[src/rtl/zbt_frame_arbiter_pkg.sv]
// Shared constants and types for the ZBT frame-memory arbiter.
// Requester IDs and the read-return tag carried through the latency pipe.
package zbt_frame_arbiter_pkg;

    localparam int LOG_MEM    = 36;
    localparam int LOG_ADDR   = 19;
    localparam int MEM_RD_LAT = 2;

    typedef enum logic [1:0] {
        REQ_VGA  = 2'd0,
        REQ_NTSC = 2'd1,
        REQ_AUX  = 2'd2
    } req_id_t;

    typedef struct packed {
        logic    valid;
        req_id_t id;
    } tag_t;

endpackage

[src/rtl/zbt_frame_arbiter_if.sv]
// Requester and ZBT pad signals of the frame arbiter.
// slave = arbiter side, master = requesters plus memory.
interface zbt_frame_arbiter_if
    import zbt_frame_arbiter_pkg::*;
#(
    parameter int LOG_MEM  = zbt_frame_arbiter_pkg::LOG_MEM,
    parameter int LOG_ADDR = zbt_frame_arbiter_pkg::LOG_ADDR
);
    logic                frame_flag;
    logic                vga_flag;
    logic [LOG_ADDR-2:0] vga_addr;
    logic                done_vga;
    logic [LOG_MEM-1:0]  vga_pixel;
    logic                ntsc_flag;
    logic [LOG_ADDR-2:0] ntsc_addr;
    logic [LOG_MEM-1:0]  ntsc_data;
    logic                ntsc_frame_done;
    logic                done_ntsc;
    logic                aux_flag;
    logic                aux_we;
    logic [LOG_ADDR-1:0] aux_addr;
    logic [LOG_MEM-1:0]  aux_wdata;
    logic                done_aux;
    logic [LOG_MEM-1:0]  aux_rdata;
    logic                display_bank;
    logic [LOG_ADDR-1:0] mem_addr;
    logic                mem_we;
    logic [LOG_MEM-1:0]  mem_wdata;
    logic [LOG_MEM-1:0]  mem_rdata;

    modport slave (
        input  frame_flag, vga_flag, vga_addr, ntsc_flag, ntsc_addr, ntsc_data,
               ntsc_frame_done, aux_flag, aux_we, aux_addr, aux_wdata, mem_rdata,
        output done_vga, vga_pixel, done_ntsc, done_aux, aux_rdata, display_bank,
               mem_addr, mem_we, mem_wdata
    );

    modport master (
        output frame_flag, vga_flag, vga_addr, ntsc_flag, ntsc_addr, ntsc_data,
               ntsc_frame_done, aux_flag, aux_we, aux_addr, aux_wdata, mem_rdata,
        input  done_vga, vga_pixel, done_ntsc, done_aux, aux_rdata, display_bank,
               mem_addr, mem_we, mem_wdata
    );

endinterface

[src/rtl/zbt_frame_arbiter_rd_pipe.sv]
// RD_LAT-deep shift register of read tags; out_tag is the tag whose data
// is on mem_rdata this cycle.
module zbt_rd_pipe
    import zbt_frame_arbiter_pkg::*;
#(
    parameter int RD_LAT = MEM_RD_LAT
) (
    input  logic clock,
    input  logic reset,
    input  tag_t in_tag,
    output tag_t out_tag
);

    tag_t stage [RD_LAT];

    always_ff @(posedge clock) begin
        if (reset) begin
            for (int unsigned i = 0; i < RD_LAT; i++) begin
                stage[i] <= '0;
            end
        end else begin
            stage[0] <= in_tag;
            for (int unsigned i = 1; i < RD_LAT; i++) begin
                stage[i] <= stage[i-1];
            end
        end
    end

    assign out_tag = stage[RD_LAT-1];

endmodule

[src/rtl/zbt_frame_arbiter.sv]
// Fixed-priority (vga > ntsc > aux) arbiter for the single-port ZBT frame
// memory, with double-buffer bank selection swapped at frame boundaries.
module zbt_frame_arbiter
    import zbt_frame_arbiter_pkg::*;
#(
    parameter int LOG_MEM  = zbt_frame_arbiter_pkg::LOG_MEM,
    parameter int LOG_ADDR = zbt_frame_arbiter_pkg::LOG_ADDR,
    parameter int RD_LAT   = MEM_RD_LAT
) (
    input logic                  clock,
    input logic                  reset,
    zbt_frame_arbiter_if.slave   bus
);

    // Per-requester vectors, bit 0 = vga, 1 = ntsc, 2 = aux.
    logic [2:0] flags, live, busy, done, grant, wr_ret, rd_ret, complete;
    logic       grant_read, exit_vga, exit_aux;
    tag_t       pipe_in, pipe_out;

    logic [LOG_ADDR-1:0] addr_q;
    logic                we_q;
    logic [LOG_MEM-1:0]  wdata_q, vga_pixel_q, aux_rdata_q;
    logic                bank_q, swap_pending;

    assign flags    = {bus.aux_flag, bus.ntsc_flag, bus.vga_flag};
    assign live     = flags & ~done & ~busy;
    assign complete = wr_ret | rd_ret;

    always_comb begin
        grant = '0;
        if (live[0])      grant = 3'b001;
        else if (live[1]) grant = 3'b010;
        else if (live[2]) grant = 3'b100;
        grant_read    = grant[0] | (grant[2] & ~bus.aux_we);
        pipe_in.valid = grant_read;
        pipe_in.id    = grant[2] ? REQ_AUX : REQ_VGA;
        exit_vga      = pipe_out.valid && (pipe_out.id == REQ_VGA);
        exit_aux      = pipe_out.valid && (pipe_out.id == REQ_AUX);
    end

    zbt_rd_pipe #(.RD_LAT(RD_LAT)) rd_pipe (
        .clock   (clock),
        .reset   (reset),
        .in_tag  (pipe_in),
        .out_tag (pipe_out)
    );

    always_ff @(posedge clock) begin
        if (reset) begin
            busy         <= '0;
            done         <= '0;
            wr_ret       <= '0;
            rd_ret       <= '0;
            addr_q       <= '0;
            we_q         <= 1'b0;
            wdata_q      <= '0;
            vga_pixel_q  <= '0;
            aux_rdata_q  <= '0;
            bank_q       <= 1'b0;
            swap_pending <= 1'b0;
        end else begin
            we_q <= 1'b0;
            if (grant[0]) begin
                addr_q <= {bank_q, bus.vga_addr};
            end else if (grant[1]) begin
                addr_q  <= {~bank_q, bus.ntsc_addr};
                we_q    <= 1'b1;
                wdata_q <= bus.ntsc_data;
            end else if (grant[2]) begin
                addr_q <= bus.aux_addr;
                we_q   <= bus.aux_we;
                if (bus.aux_we) wdata_q <= bus.aux_wdata;
            end

            if (exit_vga) vga_pixel_q <= bus.mem_rdata;
            if (exit_aux) aux_rdata_q <= bus.mem_rdata;

            // Completion is registered one edge after write issue / read capture;
            // done is only raised if the requester is still holding its flag.
            wr_ret <= grant & {bus.aux_we, 1'b1, 1'b0};
            rd_ret <= {exit_aux, 1'b0, exit_vga};
            busy   <= (busy | grant) & ~complete;
            done   <= flags & (done | complete);

            if (bus.frame_flag && (swap_pending || bus.ntsc_frame_done)) begin
                bank_q       <= ~bank_q;
                swap_pending <= 1'b0;
            end else if (bus.ntsc_frame_done) begin
                swap_pending <= 1'b1;
            end
        end
    end

    assign bus.done_vga     = done[0];
    assign bus.done_ntsc    = done[1];
    assign bus.done_aux     = done[2];
    assign bus.vga_pixel    = vga_pixel_q;
    assign bus.aux_rdata    = aux_rdata_q;
    assign bus.display_bank = bank_q;
    assign bus.mem_addr     = addr_q;
    assign bus.mem_we       = we_q;
    assign bus.mem_wdata    = wdata_q;

endmodule

[src/flat_wrapper.sv]
// flat-port wrapper written by rule: the top's interface ports become plain ports
module zbt_frame_arbiter_flat import zbt_frame_arbiter_pkg::*;
#(
    parameter int LOG_MEM  = zbt_frame_arbiter_pkg::LOG_MEM,
    parameter int LOG_ADDR = zbt_frame_arbiter_pkg::LOG_ADDR,
    parameter int RD_LAT   = MEM_RD_LAT
)
  (clock, reset, bus_frame_flag, bus_vga_flag, bus_vga_addr, bus_ntsc_flag, bus_ntsc_addr, bus_ntsc_data, bus_ntsc_frame_done, bus_aux_flag, bus_aux_we, bus_aux_addr, bus_aux_wdata, bus_mem_rdata, bus_done_vga, bus_vga_pixel, bus_done_ntsc, bus_done_aux, bus_aux_rdata, bus_display_bank, bus_mem_addr, bus_mem_we, bus_mem_wdata);
  zbt_frame_arbiter_if #(.LOG_MEM(LOG_MEM), .LOG_ADDR(LOG_ADDR)) bus_i ();
  input logic clock;
  input logic reset;
  input wire logic [$bits(bus_i.frame_flag)-1:0] bus_frame_flag;
  input wire logic [$bits(bus_i.vga_flag)-1:0] bus_vga_flag;
  input wire logic [$bits(bus_i.vga_addr)-1:0] bus_vga_addr;
  input wire logic [$bits(bus_i.ntsc_flag)-1:0] bus_ntsc_flag;
  input wire logic [$bits(bus_i.ntsc_addr)-1:0] bus_ntsc_addr;
  input wire logic [$bits(bus_i.ntsc_data)-1:0] bus_ntsc_data;
  input wire logic [$bits(bus_i.ntsc_frame_done)-1:0] bus_ntsc_frame_done;
  input wire logic [$bits(bus_i.aux_flag)-1:0] bus_aux_flag;
  input wire logic [$bits(bus_i.aux_we)-1:0] bus_aux_we;
  input wire logic [$bits(bus_i.aux_addr)-1:0] bus_aux_addr;
  input wire logic [$bits(bus_i.aux_wdata)-1:0] bus_aux_wdata;
  input wire logic [$bits(bus_i.mem_rdata)-1:0] bus_mem_rdata;
  output wire logic [$bits(bus_i.done_vga)-1:0] bus_done_vga;
  output wire logic [$bits(bus_i.vga_pixel)-1:0] bus_vga_pixel;
  output wire logic [$bits(bus_i.done_ntsc)-1:0] bus_done_ntsc;
  output wire logic [$bits(bus_i.done_aux)-1:0] bus_done_aux;
  output wire logic [$bits(bus_i.aux_rdata)-1:0] bus_aux_rdata;
  output wire logic [$bits(bus_i.display_bank)-1:0] bus_display_bank;
  output wire logic [$bits(bus_i.mem_addr)-1:0] bus_mem_addr;
  output wire logic [$bits(bus_i.mem_we)-1:0] bus_mem_we;
  output wire logic [$bits(bus_i.mem_wdata)-1:0] bus_mem_wdata;
  assign bus_i.frame_flag = bus_frame_flag;
  assign bus_i.vga_flag = bus_vga_flag;
  assign bus_i.vga_addr = bus_vga_addr;
  assign bus_i.ntsc_flag = bus_ntsc_flag;
  assign bus_i.ntsc_addr = bus_ntsc_addr;
  assign bus_i.ntsc_data = bus_ntsc_data;
  assign bus_i.ntsc_frame_done = bus_ntsc_frame_done;
  assign bus_i.aux_flag = bus_aux_flag;
  assign bus_i.aux_we = bus_aux_we;
  assign bus_i.aux_addr = bus_aux_addr;
  assign bus_i.aux_wdata = bus_aux_wdata;
  assign bus_i.mem_rdata = bus_mem_rdata;
  assign bus_done_vga = bus_i.done_vga;
  assign bus_vga_pixel = bus_i.vga_pixel;
  assign bus_done_ntsc = bus_i.done_ntsc;
  assign bus_done_aux = bus_i.done_aux;
  assign bus_aux_rdata = bus_i.aux_rdata;
  assign bus_display_bank = bus_i.display_bank;
  assign bus_mem_addr = bus_i.mem_addr;
  assign bus_mem_we = bus_i.mem_we;
  assign bus_mem_wdata = bus_i.mem_wdata;
  zbt_frame_arbiter #(.LOG_MEM(LOG_MEM), .LOG_ADDR(LOG_ADDR), .RD_LAT(RD_LAT)) u_core (.clock(clock), .reset(reset), .bus(bus_i));
endmodule
[config.mk]
export PLATFORM = sky130hd
export DESIGN_NAME = zbt_frame_arbiter_flat
export DESIGN_NICKNAME = d
export VERILOG_FILES = /design/src/rtl/zbt_frame_arbiter_pkg.sv /design/src/rtl/zbt_frame_arbiter_if.sv /design/src/rtl/zbt_frame_arbiter_rd_pipe.sv /design/src/rtl/zbt_frame_arbiter.sv /design/src/flat_wrapper.sv
export SDC_FILE = /design/constraint.sdc
export NUM_CORES = 1
export LEC_CHECK = 0
export CAP_MARGIN = 20
export CORE_MARGIN = 3
export CORE_UTILIZATION = 38
export CTS_CLUSTER_SIZE = 30
export DETAILED_ROUTE_END_ITERATION = 6
export HOLD_SLACK_MARGIN = 0.06
export PLACE_DENSITY = 0.8
export RECOVER_POWER = 25
export SKIP_CTS_REPAIR_TIMING = 1
export SYNTH_ARGS = -nofsm -noshare
export SYNTH_HDL_FRONTEND = slang
export SYNTH_SLANG_ARGS = --single-unit
[constraint.sdc]
create_clock -name clock -period 1.8 [get_ports clock]
set_input_delay 0.36 -clock clock [delete_from_list [all_inputs] [get_ports clock]]
set_output_delay 0.36 -clock clock [all_outputs]
set_load 0.02 [all_outputs]
# After elaboration in Yosys (flattened, before gate mapping)
# Memories as Yosys holds them, arrays and structs flattened.
# Cells that the tools add are included.
dict set report word_totals {
  reg_bits 142
  ramBits 6
  out_inout_bits 132
  n_memories 1
}
dict set report classes {
  n_eq_ne 1
  muxes 17
  n_bitwise 18
  n_reduce_logical 11
}
# memory depth width rd rd_clocked_by_memory_dff write_ports line
set mem_list {}
lappend mem_list {u_core.rd_pipe.stage 2 3 2 0 2 zbt_frame_arbiter_rd_pipe.sv:14} ;# tag_t stage [RD_LAT];
# op n
set ops {}
lappend ops {{36-bit two-way mux} 3}
lappend ops {{19-bit two-way mux} 3}
lappend ops {{3-bit AND} 5}
lappend ops {{3-bit two-way mux} 5}
lappend ops {{3-bit NOT} 3}
lappend ops {{3-bit OR} 3}
lappend ops {{1-bit two-way mux} 5}
lappend ops {{2-bit nonzero test} 2}
lappend ops {{2-bit OR reduction} 2}
lappend ops {{1-bit logical AND} 3}
lappend ops {{1-bit NOT} 3}
lappend ops {{1-bit OR} 3}
lappend ops {{3-bit AND reduction} 1}
lappend ops {{3-bit nonzero test} 1}
lappend ops {{2-bit equality test, second input constant} 1}
lappend ops {{2-bit zero test} 1}
lappend ops {{2-bit two-way mux} 1}
lappend ops {{1-bit AND} 1}
lappend ops {{1-bit logical OR} 1}

# Logic depth before layout (Yosys ltp)
dict set report logic_depth {
  depth_word 9
  ltp_mapped 6
}

# Hierarchy
# Synthesis repeated with hierarchy kept, for this count alone.
dict set report hier_totals {
  hier_cells 668
  area_unflattened_um2 5455.2
}
# mod instances cells_per_inst area_per_inst_um2
set by_module_without_submodules {}
lappend by_module_without_submodules {zbt_frame_arbiter 1 653 5275.1}
lappend by_module_without_submodules {zbt_rd_pipe 1 15 180.2}

# Least setup slack after synthesis
# Ideal clock, no wire load.
dict set report synth_path {
  kind {register to register}
  from {reg u_core.done[0]}
  to {reg u_core.addr_q[15], in the netlist u_core.bus.mem_addr[15]}
  t_arrival_ns 1.487
  slack_ns 0.181
  stages_incl_launch_ff 6
  path_buffers 2
  synth_period_minus_slack_ns 1.619
  cell_sequence {dfxtp_1 -> or3b_2 -> buf_2 -> buf_1 -> o221ai_1 -> a21oi_1}
}
dict set report synth_between {
  elab_chain_cells 6
  elab_cells_between_ends 7
  cone_classes {mux (3); bitwise (3); reduce/logical (1)}
}
# item line
set synth_lines {}
lappend synth_lines {{from (decl)} zbt_frame_arbiter.sv:16} ;# logic [2:0] flags, live, busy, done, grant, wr_ret, rd_ret, complete;
lappend synth_lines {{from (signal assigned)} zbt_frame_arbiter.sv:83} ;# done <= flags & (done | complete);
lappend synth_lines {{3-bit NOT *} zbt_frame_arbiter.sv:26} ;# assign live = flags & ~done & ~busy;
lappend synth_lines {{3-bit AND * (2 in a row)} zbt_frame_arbiter.sv:26}
lappend synth_lines {{3-bit two-way mux *} zbt_frame_arbiter.sv:31} ;# if (live[0]) grant = 3'b001;
lappend synth_lines {{19-bit two-way mux} zbt_frame_arbiter.sv:65} ;# end else if (grant[1]) begin
lappend synth_lines {{19-bit two-way mux} zbt_frame_arbiter.sv:63} ;# if (grant[0]) begin
lappend synth_lines {{to (signal assigned)} zbt_frame_arbiter.sv:64} ;# addr_q <= {bank_q, bus.vga_addr};
lappend synth_lines {{to (signal assigned)} zbt_frame_arbiter.sv:66} ;# addr_q <= {~bank_q, bus.ntsc_addr};
lappend synth_lines {{to (signal assigned)} zbt_frame_arbiter.sv:70} ;# addr_q <= bus.aux_addr;
lappend synth_lines {{to (decl)} zbt_frame_arbiter.sv:20} ;# logic [LOG_ADDR-1:0] addr_q;
# Mark *: on every way between the ends. The rest lies on a longest branch, timed or not.
# A chain may end at the register's enable or synchronous reset.

# Worst setup path in the final report
dict set report layout_path {
  from {reg u_core.wdata_q[23], in the netlist u_core.bus.mem_wdata[23]}
  to {out bus_mem_wdata[23]}
}
# item line
set layout_lines {}
lappend layout_lines {{from (decl)} zbt_frame_arbiter.sv:22} ;# logic [LOG_MEM-1:0] wdata_q, vga_pixel_q, aux_rdata_q;
lappend layout_lines {{from (signal assigned)} zbt_frame_arbiter.sv:68} ;# wdata_q <= bus.ntsc_data;
lappend layout_lines {{from (signal assigned)} zbt_frame_arbiter.sv:72} ;# if (bus.aux_we) wdata_q <= bus.aux_wdata;
lappend layout_lines {{to (decl)} flat_wrapper.sv:32} ;# output wire logic [$bits(bus_i.mem_wdata)-1:0] bus_mem_wdata;
# No word-level cell between the ends.

==> flow_summary.ini <==
[floorplan]
die_h_um = 124.9
fp.coreArea_um2 = 13560
die_x_um = 124.9
design.die.area_um2 = 15610
io_pins = 303
rows = 42
start_util_pct = 39.65

[timing]
tightest_slew_ns = 0.9459
finalCriticalPeriod_ns = 1.770
max_freq_ghz = 0.5649
skew_ns = 0.006786
tns_ns = 0
min_period_over_period_pct = 98.35
finalSetupViolCount = 0
hold_viol = 0
hold-worst-slack_ns = 0.4244
final-max-slew-violation-count = 0
setup_slack_ns = 0.02972
slew_headroom_pct = 36.94
rsz0062_at_grt = false

[logic_synthesis]
yosys.area.top_type = dfxtp_1
synth_nets = 831
synth_area_per_cell_um2 = 8.144
synth_cell_types = 35
synth-warning-count = 0
yosysSeqAreaShare_pct = 53.63
synth-main-ff-cell = dfxtp_1
synthArstFlopShare_pct = 0
synth_edf_count = 0
syn_area_um2 = 5375
synth_area_leaders = dfxtp_1, nand2_1, a21oi_1
synth_cells = 660
yosys.area.top_type_share_pct = 53.63
synth_seq_cells = 144

[final_layout]
design_area_um2 = 9349
final_common_cell = clkdlybuf4s50_1
layout_common_cells = clkdlybuf4s50_1, nand2_1, dfxtp_1, a21oi_1, a31oi_1
multi_input_area_um2 = 2238
post-route-util_pct = 68.96
num_antenna_cells = 0
regArea_um2 = 2883
nets = 1124
fillers = 1109
syn_to_final_growth_pct = 73.93
final_layout_size_suffix_gt1_share_pct = 6.425

[critical_path]
crit_cells = 1
crit_family = buffers and inverters
crit_path_cell_trace = clkdlybuf4s50_1
cp-start-kind = register
cp_max_fo = 2
cpPeakStageDelay_ns = 0.65
path_buf_inv = 1
arrival_ns = 1.41
r2r_slack_ns = 0.19
crit_type = reg2out
required_ns = 1.44
slowest_stage = clkdlybuf4s50_1
r2r_cells = 6
cp-end-kind = output port

[route]
post-route-drc-count = 0
vias = 5784
first_pass_iters = 5
drtIter0Drc = 315
wl_um = 19200
via_per_inst = 5.069
post_drt_wl_per_cell_um = 16.83
ant_nets = 0

[cts]
cts_buffers = 17
numClockSinks = 144
cts_tree = yes
htree_levels = 4
cts.path.max_buffers = 2
root_buffer = clkbuf_16
cts.clk_slew.worst_paths_ns = 0.06
insertion_delay_ns = 0.42

[power]
worst_ir_drop_vdd_mv = 0.5258
p_leak_nw = 3.541
p_per_area_nw_per_um2 = 997.2

[hold_path]
hold_path_class = reg2reg
whs_path_depth = 1

[place]
placed_cell_area_um2 = 8653
place_ws_ns = -0.3081
port-buffer-count = 302
place_hpwl_um = 13520
gp_congestion = 0.8423

[global_route]
grt_start_max_net_pins = 85
grt_pass1_vias = 5654
track_usage_pct = 23.78
antenna_found_initial = 0
overflow = 0
grt_first_pass_wirelength_um = 30060

[run]
drv_cap = 0

[run_status]
status = complete, no violations
==> layout make-up <==
| class | count | share of cell area, % |
|---|---|---|
| repair buffers | 328 | 35.26 |
| flip-flops and latches | 144 | 30.84 |
| multi-input cells | 459 | 23.94 |
| clock buffers | 20 | 4.992 |
| clock inverters | 11 | 2.489 |
| well taps | 176 | 2.355 |
| inverters | 3 | 0.1204 |
==> synthesized netlist by cell type, types with 2 or more instances <==
master / instances
nand2_1: 221
dfxtp_1: 144
a21oi_1: 91
a31oi_1: 36
o21ai_1: 31
clkbuf_1: 28
o22ai_1: 18
o221ai_1: 17
buf_2: 13
nor2_1: 8
buf_1: 7
o21ai_0: 6
buf_4: 5
and2_1: 3
inv_1: 3
nor2b_1: 3
nor3_1: 3
o211a_1: 3
o211ai_1: 3
nor3b_1: 2
==> cells by family after synthesis <==
family          count (synthesis)  synth area share [%]
xor+xnor                        1                0.1630
buf+inv                        57                 4.772
compound gates                210                 22.88
flops                         144                 53.63
simple gates                  248                 18.55
==> worst paths after layout <==
check	to	start
worst max-delay path	bus_mem_wdata[23]	u_core.bus.mem_wdata[23]
worst min-delay path	u_core.busy[0]	u_core.rd_ret[0]
worst max register to register	u_core.bus.mem_wdata[24]	u_core.busy[1]
worst min register to register	u_core.busy[0]	u_core.rd_ret[0]
==> sequential cells by signal (all words and copies together), names as in the netlist <==
signal	count
u_core.bus.aux_rdata	36
u_core.bus.mem_wdata	36
u_core.busy	3
u_core.wr_ret	2
u_core.bus.vga_pixel	36
u_core.bus.mem_addr	19
u_core.bus.display_bank	1
u_core.swap_pending	1
u_core.bus.mem_we	1
u_core.rd_pipe.stage	4
u_core.rd_ret	2
u_core.done	3
==> stage by stage <==
stage	total power [W]	instances
4_1_cts	0.009390	1141
3_3_place_gp	0.005213	1110
5_1_grt	0.009652	1141
6_report	0.009323	1141
2_1_floorplan	0.004279	660
3_5_place_dp	0.005231	1110
==> power breakdown <==
| group | switching, W | internal, W |
|---|---|---|
| sequential | 0.000104 | 0.00339 |
| combinational | 0.000803 | 0.000875 |
| clock | 0.00132 | 0.00283 |
| total | 0.00223 | 0.00710 |
==> per-layer routing <==
layer  vias to the layer above  GRT usage (%)  routed length (um)
met2                       228          41.09                9797
met5                         -              0                   0
met3                        38          6.183                1253
li1                       2859              -                   -
met4                         0          10.40                 507
met1                      2659          27.93                7641
Power figures use the tool's default switching activity.
